**src/rtl/pipe_stage_reg_if.sv**
```systemverilog
// Handshake bundle for one pipeline stage: upstream valid/data/allowin,
// downstream valid/data/allow, flush and the status outputs.
interface pipe_stage_reg_if #(
    parameter int DATA_W = 32
);
    logic              valid_in;
    logic [DATA_W-1:0] data_in;
    logic              allowin_out;
    logic              valid_out;
    logic [DATA_W-1:0] data_out;
    logic              allow_in;
    logic              flush;
    logic [1:0]        occupancy;
    logic [15:0]       stall_cnt;

    // The stage itself
    modport slave (
        input  valid_in, data_in, allow_in, flush,
        output allowin_out, valid_out, data_out, occupancy, stall_cnt
    );

    // Whatever drives the stage and consumes its output
    modport master (
        output valid_in, data_in, allow_in, flush,
        input  allowin_out, valid_out, data_out, occupancy, stall_cnt
    );
endinterface

```
**src/rtl/pipe_stage_reg.sv**
```systemverilog
// Pipeline stage register with valid/allowin handshake.
// SKID=0: one payload register, allowin_out is combinational from allow_in.
// SKID=1: main register plus one skid entry, allowin_out comes from a flop
//         so the allow_in -> allowin_out path is broken.
// Also reports occupancy and a saturating stall-cycle counter.
module pipe_stage_reg #(
    parameter int                DATA_W  = 32,
    parameter int                SKID    = 1,
    parameter logic [DATA_W-1:0] RST_VAL = '0
) (
    input logic              clk,
    input logic              rsta,
    pipe_stage_reg_if.slave  bus
);

    logic              valid_reg;
    logic [DATA_W-1:0] data_reg;
    logic              skid_valid;
    logic              allowin;
    logic              in_fire;
    logic              out_fire;
    logic [15:0]       stall_cnt_reg;

    assign in_fire  = bus.valid_in && allowin;
    assign out_fire = valid_reg && bus.allow_in;

    generate
        if (SKID == 0) begin : g_single
            assign allowin    = !valid_reg || bus.allow_in;
            assign skid_valid = 1'b0;

            // Single register: load on accept, drain on downstream take
            always_ff @(posedge clk or posedge rsta) begin
                if (rsta) begin
                    valid_reg <= 1'b0;
                    data_reg  <= RST_VAL;
                end else if (bus.flush) begin
                    valid_reg <= 1'b0;
                end else if (in_fire) begin
                    valid_reg <= 1'b1;
                    data_reg  <= bus.data_in;
                end else if (out_fire) begin
                    valid_reg <= 1'b0;
                end
            end
        end else begin : g_skid
            logic              skid_valid_reg;
            logic [DATA_W-1:0] skid_data_reg;

            // A full skid entry is the only reason to refuse input, so the
            // upstream sees a pure flop output.
            assign allowin    = !skid_valid_reg;
            assign skid_valid = skid_valid_reg;

            // Main register refills from skid first to keep FIFO order;
            // input arriving while main is stuck parks in the skid entry.
            always_ff @(posedge clk or posedge rsta) begin
                if (rsta) begin
                    valid_reg      <= 1'b0;
                    data_reg       <= RST_VAL;
                    skid_valid_reg <= 1'b0;
                    skid_data_reg  <= RST_VAL;
                end else if (bus.flush) begin
                    valid_reg      <= 1'b0;
                    skid_valid_reg <= 1'b0;
                end else if (!valid_reg || out_fire) begin
                    if (skid_valid_reg) begin
                        valid_reg      <= 1'b1;
                        data_reg       <= skid_data_reg;
                        skid_valid_reg <= 1'b0;
                    end else if (in_fire) begin
                        valid_reg <= 1'b1;
                        data_reg  <= bus.data_in;
                    end else begin
                        valid_reg <= 1'b0;
                    end
                end else if (in_fire) begin
                    skid_valid_reg <= 1'b1;
                    skid_data_reg  <= bus.data_in;
                end
            end
        end
    endgenerate

    // Count cycles where output is offered but refused; sticks at all-ones
    always_ff @(posedge clk or posedge rsta) begin
        if (rsta) begin
            stall_cnt_reg <= 16'h0000;
        end else if (valid_reg && !bus.allow_in && (stall_cnt_reg != 16'hFFFF)) begin
            stall_cnt_reg <= stall_cnt_reg + 16'h0001;
        end
    end

    assign bus.allowin_out = allowin;
    assign bus.valid_out   = valid_reg;
    assign bus.data_out    = data_reg;
    assign bus.occupancy   = {1'b0, valid_reg} + {1'b0, skid_valid};
    assign bus.stall_cnt   = stall_cnt_reg;

endmodule

```
**src/flat_wrapper.sv**
```systemverilog
// flat-port wrapper written by rule: the top's interface ports become plain ports
module pipe_stage_reg_flat 
#(
    parameter int                DATA_W  = 32,
    parameter int                SKID    = 1,
    parameter logic [DATA_W-1:0] RST_VAL = '0
)
  (clk, rsta, bus_valid_in, bus_data_in, bus_allow_in, bus_flush, bus_allowin_out, bus_valid_out, bus_data_out, bus_occupancy, bus_stall_cnt);
  pipe_stage_reg_if #(.DATA_W(DATA_W)) bus_i ();
  input logic clk;
  input logic rsta;
  input wire logic [$bits(bus_i.valid_in)-1:0] bus_valid_in;
  input wire logic [$bits(bus_i.data_in)-1:0] bus_data_in;
  input wire logic [$bits(bus_i.allow_in)-1:0] bus_allow_in;
  input wire logic [$bits(bus_i.flush)-1:0] bus_flush;
  output wire logic [$bits(bus_i.allowin_out)-1:0] bus_allowin_out;
  output wire logic [$bits(bus_i.valid_out)-1:0] bus_valid_out;
  output wire logic [$bits(bus_i.data_out)-1:0] bus_data_out;
  output wire logic [$bits(bus_i.occupancy)-1:0] bus_occupancy;
  output wire logic [$bits(bus_i.stall_cnt)-1:0] bus_stall_cnt;
  assign bus_i.valid_in = bus_valid_in;
  assign bus_i.data_in = bus_data_in;
  assign bus_i.allow_in = bus_allow_in;
  assign bus_i.flush = bus_flush;
  assign bus_allowin_out = bus_i.allowin_out;
  assign bus_valid_out = bus_i.valid_out;
  assign bus_data_out = bus_i.data_out;
  assign bus_occupancy = bus_i.occupancy;
  assign bus_stall_cnt = bus_i.stall_cnt;
  pipe_stage_reg #(.DATA_W(DATA_W), .SKID(SKID), .RST_VAL(RST_VAL)) u_core (.clk(clk), .rsta(rsta), .bus(bus_i));
endmodule
```
**config.mk**
```make
export PLATFORM = sky130hd
export DESIGN_NAME = pipe_stage_reg_flat
export DESIGN_NICKNAME = d
export VERILOG_FILES = /design/src/rtl/pipe_stage_reg_if.sv /design/src/rtl/pipe_stage_reg.sv /design/src/flat_wrapper.sv
export SDC_FILE = /design/constraint.sdc
export NUM_CORES = 1
export LEC_CHECK = 0
export CORE_ASPECT_RATIO = 1.25
export CORE_MARGIN = 2
export CORE_UTILIZATION = 55
export CTS_BUF_LIST = sky130_fd_sc_hd__clkbuf_2
export DETAILED_ROUTE_END_ITERATION = 10
export PLACE_DENSITY = 0.88
export SETUP_SLACK_MARGIN = 0.4
export SLEW_MARGIN = 25
export SYNTH_ARGS = -nofsm -noshare
export SYNTH_HDL_FRONTEND = slang
export SYNTH_SLANG_ARGS = --single-unit
```
**constraint.sdc**
```tcl
create_clock -name clk -period 6.2 [get_ports clk]
set_input_delay 1.24 -clock clk [delete_from_list [all_inputs] [get_ports clk]]
set_output_delay 1.24 -clock clk [all_outputs]
set_load 0.05 [all_outputs]
```
==> results by group <==
Route
  • Final WL: 7.116 mm
  • Vias: 2474
  • Starting DRT DRC Count: 178
  • Pre-antenna DRT Iters: 4
  • Post-DRT Antenna Nets: 0
  • Wirelength per Cell: 15.30 um
  • Routed vias/inst: 5.320
  • # DRC: 0

Layout
  • Number of filler cells placed in the layout: 448
  • NumNets Final: 414
  • Ant diodes: 0
  • Register area: 2053 um^2
  • Area taken by multi-input logic gates: 1413 um^2
  • Area Overhead vs Synth: 30.43%
  • Fin util: 0.7445
  • Share of post-route cells with drive strength above 1: 0.1605

Floorplan
  • Row cnt: 32
  • Die Width: 75.55 um
  • Die area: 7059 um^2
  • Die Ht: 93.44 um
  • IO Count: 89
  • Initial Util: 0.5708
  • Core Footprint: 6166 um^2

Worst setup path
  • Crit path kind: reg -> out
  • WP data required: 4.96 ns
  • Highest net fanout along the worst path: 35
  • Flop2flop setup slack: 3.80 ns
  • Crit path DAT: 2.72 ns
  • Worst r2r path cells: 3
  • Crit. End Element: output pin
  • Worst Setup Start Kind: flip-flop
  • R2r endpoint: u_core.g_skid.skid_data_reg[1]
  • Worst r2r src: u_core.g_skid.skid_valid_reg

CTS
  • CTS hold repair buffers: 0
  • Clk Latency, worst-skew pair: 0.50 ns
  • Inserted Clock Buffers: 9
  • Clock Sinks: 82
  • Clock buffer depth: 2
  • CTS-repair resized insts: 0
  • Clk slew on worst S/H paths: 0.21 ns
  • CTS tree: done
  • Clk root buf: clkbuf_2
  • H-tree depth: 3
  • Setup Buffers After CTS: 0

STA
  • Slew headroom: 0.3311
  • F_max: 0.2527 GHz
  • Fin crit period: 3.957 ns
  • Setup Skew: 0.02635 ns
  • Worst-margin pin slew: 1.003 ns
  • Fin. Hold Viols: 0
  • Final setup margin: 2.243 ns
  • Hold Slack: 0.5293 ns
  • Final setup TNS: 0 ns
  • Fin. max-slew vios: 0
  • RSZ-0062 raised after global routing: no
  • Setup Viol. Count Final: 0
  • Final worst-path cycle share: 0.6382

Global routing
  • Largest net degree at the start of global routing: 83
  • Met2 Resource Use GR: 0.3659
  • Vias in the first global route: 2497
  • Gr busiest metal: met2
  • Aggregate global routing overflow: 0
  • Met1 usage: 0.2599
  • Met3 Track Usage GR: 0.03125
  • Antenna violations before repair: 0
  • GRT Total Usage: 0.2157
  • First-pass GRT wire length: 11.43 mm

Logic synthesis
  • Synth cell count leaders: dfrtp_1 (82), nor2_1 (36), a21oi_1 (33), mux2_2 (33), mux2i_1 (32)
  • Post-synth top area cell: dfrtp_1
  • Synth cell types: 28
  • Post-synthesis sequential area ratio: 0.5830
  • Synth area leaders: dfrtp_1 (58%), mux2_2 (11%), mux2i_1 (9.1%)
  • Post-synth EDFFs: 0
  • Post-synth top area share: 0.5830
  • Netlist Area Pre-Place: 3520 um^2
  • #FFs+latches synth: 82
  • Post-Syn Instances: 288
  • Avg Cell Area, Syn: 12.22 um^2
  • Ys async rst share: 1.000
  • Synthesized net count: 327
  • Primary FF master, synth: dfrtp_1
  • Most common cell in the netlist: dfrtp_1
  • Yosys warnings: 0

Power
  • Pleak: 1.946 nW
  • VDD IR max: 0.3131 mV
  • PD cells: 314.6 nW/um^2

Worst hold path
  • HP Class: reg -> reg
  • WHS Endpoint: u_core.bus.stall_cnt[14]
  • WHS Path Cells: 1
  • HP Start: u_core.bus.stall_cnt[14]

Flow run
  • Max cap viols: 0

Placed design
  • Hpwl dp: 4.885 mm
  • Dpl ws: 2.827 ns
  • Routability Congestion: 0.7749
  • I/O Buffers: 88

Status
  • Outcome: finished, final reports clean
==> layer usage <==
metal,part of all wire,wire [um]
met5,0,0
met3,0.038,267
met1,0.40,2867
met2,0.53,3793
met4,0.026,187
==> placed cells by master, fill, tap and decap left out <==
cell,synthesis,final
dfrtp_1,82,81
mux2_4,1,1
clkinv_2,0,2
xor2_1,13,13
dfrtp_2,0,1
a21oi_1,33,33
mux2_2,33,33
clkbuf_2,0,11
or3_1,2,2
nor2_1,36,36
and3_1,1,1
clkinv_1,0,1
nor2b_1,1,1
nand2_1,8,8
nor4_4,1,1
ha_1,2,2
nand4_1,3,3
nor2_2,1,1
nor3_1,9,9
mux2i_1,32,32
buf_6,0,1
nor3b_1,2,2
buf_4,0,1
nand4_2,2,2
o21ai_0,2,2
clkinvlp_4,0,1
nand2b_4,1,1
inv_1,2,1
nand3_2,0,1
clkdlybuf4s50_1,0,88
nand3_1,2,1
nor4_1,3,3
clkinv_4,0,1
or2_2,1,1
nor3_4,0,1
bufinv_16,0,1
==> layout make-up <==
| class | count | area share |
|---|---|---|
| sequential | 82 | 0.4473 |
| multi-input combinational | 190 | 0.3077 |
| timing repair buffer | 90 | 0.1960 |
| tap | 85 | 0.02317 |
| clock buffer | 11 | 0.01199 |
| clock inverter | 5 | 0.01199 |
| inverter | 2 | 0.001908 |
==> through the flow <==
step | area [um^2] | instances | power [mW]
finish | 4591 | 465 | 1.444
global route | 4591 | 465 | 1.513
CTS | 4587 | 465 | 1.451
detailed placement | 4477 | 449 | 1.185
global placement | 4477 | 449 | 1.166
floorplan | 3520 | 288 | 1.012
==> power by group <==
| part | internal [mW] | leakage [nW] | switching (mW) |
|---|---|---|---|
| clock | 0.0953 | 0.0696 | 0.176 |
| sequential | 0.637 | 0.984 | 0.0723 |
| combinational | 0.186 | 0.892 | 0.276 |
==> how the worst max path moves through the flow <==
stage	start	to	slack, ns	cells past startpoint
after floorplan	rsta	u_core.bus.data_out[0]	2.85	1
after global placement	u_core.g_skid.skid_valid_reg	bus_occupancy[1]	2.86	2
after detailed placement	u_core.g_skid.skid_valid_reg	bus_occupancy[1]	2.83	2
after CTS	u_core.g_skid.skid_valid_reg	bus_occupancy[1]	2.25	2
after global routing	u_core.g_skid.skid_valid_reg	bus_occupancy[1]	2.12	2
final	u_core.g_skid.skid_valid_reg	bus_occupancy[1]	2.24	2
==> critical path: stages (launching register included) <==
cell             delay (ns)
dfrtp_2                1.08
ha_1                   0.31
clkdlybuf4s50_1        0.82
==> kinds of logic (layout without fill, tap and decap cells) <==
| group | after synthesis | after routing | share of synthesized area |
|---|---|---|---|
| multiplexers | 66 | 66 | 0.2009 |
| flip-flops | 82 | 82 | 0.5830 |
| XOR/XNOR | 13 | 13 | 0.03235 |
| adder cells (fa/ha/maj) | 2 | 2 | 0.007109 |
| AO/OA/AOI/OAI | 35 | 35 | 0.04977 |
| AND/OR/NAND/NOR | 74 | 74 | 0.1081 |
| buffers and inverters | 16 | 108 | 0.01884 |
Power figures use the tool's default switching activity.
==> patch (same flow settings) <==
`DATA_W` is set to 32 in 3 places; all go to 24.
--- a/src/rtl/pipe_stage_reg_if.sv
+++ b/src/rtl/pipe_stage_reg_if.sv
@@ -1,7 +1,7 @@
 // Handshake bundle for one pipeline stage: upstream valid/data/allowin,
 // downstream valid/data/allow, flush and the status outputs.
 interface pipe_stage_reg_if #(
-    parameter int DATA_W = 32
+    parameter int DATA_W = 24
 );
     logic              valid_in;
     logic [DATA_W-1:0] data_in;
--- a/src/rtl/pipe_stage_reg.sv
+++ b/src/rtl/pipe_stage_reg.sv
@@ -4,7 +4,7 @@
 //         so the allow_in -> allowin_out path is broken.
 // Also reports occupancy and a saturating stall-cycle counter.
 module pipe_stage_reg #(
-    parameter int                DATA_W  = 32,
+    parameter int                DATA_W  = 24,
     parameter int                SKID    = 1,
     parameter logic [DATA_W-1:0] RST_VAL = '0
 ) (
--- a/src/flat_wrapper.sv
+++ b/src/flat_wrapper.sv
@@ -1,7 +1,7 @@
 // flat-port wrapper written by rule: the top's interface ports become plain ports
 module pipe_stage_reg_flat 
 #(
-    parameter int                DATA_W  = 32,
+    parameter int                DATA_W  = 24,
     parameter int                SKID    = 1,
     parameter logic [DATA_W-1:0] RST_VAL = '0
 )
Interface: changed (resized bus_data_in and bus_data_out); port bits go from 89 to 73. The function was not compared with the original's and may differ.
==> patch against the unedited design <==
Sequential cell count shrank 16. Largest cell class unchanged. Via count decreased by 17%. Largest power group unchanged. Non-clock buffer count fell by 14. Critical path depth is 1 higher. Die area fell by 17%. Cell count is 18% lower. Power down 21%. Clock skew decreased by 0.0067 ns. Setup slack better by 0.66 ns. Count of clock-buffer cells in the layout decreased by 1. Synthesized area decreased by 18%. Combinational power shrank 17%. Routed wire length is 22% lower. Final area is 19% lower. Highest routed layer unchanged.
==> patch: results (changes against the unedited design) <==
| Metric | Value |
|---|---|
| Status | completed |
| Routed WL | 5580 µm (-22%) |
| Critical Path AT | 2.05 ns (-0.67 ns) |
| Compound-Gate Fraction of Synth Area | 5.85% (+0.87 points) |
| Largest net degree at the start of global routing | 67 (-19%) |
| DRT iter0 DRCs | 167 (-6.2%) |
| Critical R2R Launch | u_core.bus.stall_cnt[0] |
| Top post-synthesis cells by count | dfrtp_1, nor2_1, a21oi_1 |
| Antenna cells | 0 (unchanged) |
| Leakage | 1.57 nW (-19%) |
| Port bufs | 72 (-18%) |
| Ranking of synthesized cells by area | dfrtp_1, mux2_2, mux2i_1 |
| Fin nets | 344 (-17%) |
| Drt via density | 5.39 (+1.4%) |
| First-pass GRT wire length | 9180 µm (-20%) |
| Tot Pwr | 1.14 mW (-21%) |
| Netlist cell types | 30 (+7.1%) |
| FILL cells | 374 (-17%) |
| Clock transition at path regs | 0.15 ns (-0.06 ns) |
| Crit Path Max Fanout | 27 (-23%) |
| R2r setup slk | 4.29 ns (+0.49 ns) |
| Syn_nets | 267 (-18%) |
| Dpl hpwl | 3880 µm (-21%) |
| Post-CTS setup buffers | 0 (unchanged) |
| Max-Slew Margin vs Limit | 46.4% (+13 points) |
| Adder-Cell Fraction of Synth Area | 0.867% (+0.16 points) |
| Register area share after synthesis | 57.2% (-1.1 points) |
| Skew-Pair Late Insertion Delay | 0.47 ns (-0.03 ns) |
| Dpl cells | 364 (-19%) |
| Syn Area/Cell | 12.2 µm² (about the same) |
| Async set or reset register ratio after synthesis | 100% (unchanged) |
| Post-Synth XOR/XNOR Area | 3.94% (+0.71 points) |
| Total track usage | 21.3% (-0.23 points) |
| Fin cells | 379 (-18%) |
| Post-synthesis mux area share | 18.2% (-1.9 points) |
| Routability cong. | 0.826 (+6.5%) |
| Peak VDD IR | 0.000180 V (-42%) |
| Vias in the first global route | 2004 (-20%) |
| Clock Skews | 0.0196 ns (-0.00672 ns) |
| Final hold slack | 0.506 ns (-0.0232 ns) |
| Placed cell areas | 3670 µm² (-18%) |
| Hold_sp | u_core.bus.stall_cnt[15] |
| Fraction of layout cells with a size suffix above 1 | 15.5% (-0.60 points) |
==> patch: cell count changes in the layout (fill, tap and decap cells not counted), sizes merged, moves of 5 or more <==
cell           unedited run  this run
a21oi                    33        25
dfrtp                    82        66
nor2                     37        31
nand2                     8         3
inv                       1         6
mux2                     34        25
clkdlybuf4s50            88        72
mux2i                    32        24
==> patch: worst paths after layout <==
kind | to | cells past startpoint
max | bus_allowin_out | 3
min | u_core.bus.stall_cnt[15] | 1
max reg2reg | u_core.bus.stall_cnt[9] | 5
min reg2reg | u_core.bus.stall_cnt[15] | 1
max in group asynchronous | u_core.g_skid.skid_data_reg[3] | 3
min in group asynchronous | u_core.bus.stall_cnt[0] | 3
==> patch: layout make-up <==
class / instances / share of cell area [%]
clock buffer: 10 / 1.34
clock inverter: 5 / 0.602
inverter: 6 / 0.602
multi-input combinational: 154 / 31.2
sequential: 66 / 44.1
tap: 62 / 2.07
timing repair buffer: 76 / 20.1
==> patch: power by group <==
group,switching (mW),leakage (nW),internal (mW),total [mW]
logic,0.230,0.724,0.153,0.383
clock network,0.140,0.0564,0.0479,0.188
registers,0.0559,0.794,0.512,0.567
==> patch: routing by layer <==
layer | part of all wire (%) | GRT usage (%) | up-vias
met4 | 1.3 | 11.8 | 0
met5 | 0 | 0 | -
li1 | - | - | 979
met2 | 50 | 33.1 | 66
met1 | 41 | 27.3 | 993
met3 | 7.2 | 4.64 | 6
==> patch: stage by stage <==
step | worst slack (ns) | util, %
3_3_place_gp | 3.17 | 72.2
5_1_grt | 2.79 | 73.6
6_report | 2.91 | 73.6
2_1_floorplan | 3.31 | -
3_5_place_dp | 3.14 | 72.2
4_1_cts | 2.86 | 73.6
==> patch: critical path, stage by stage, from the launching register on <==
cell and delay [ns]:
dfrtp_1 0.42, buf_4 0.28, inv_1 0.09, clkdlybuf4s50_1 0.80
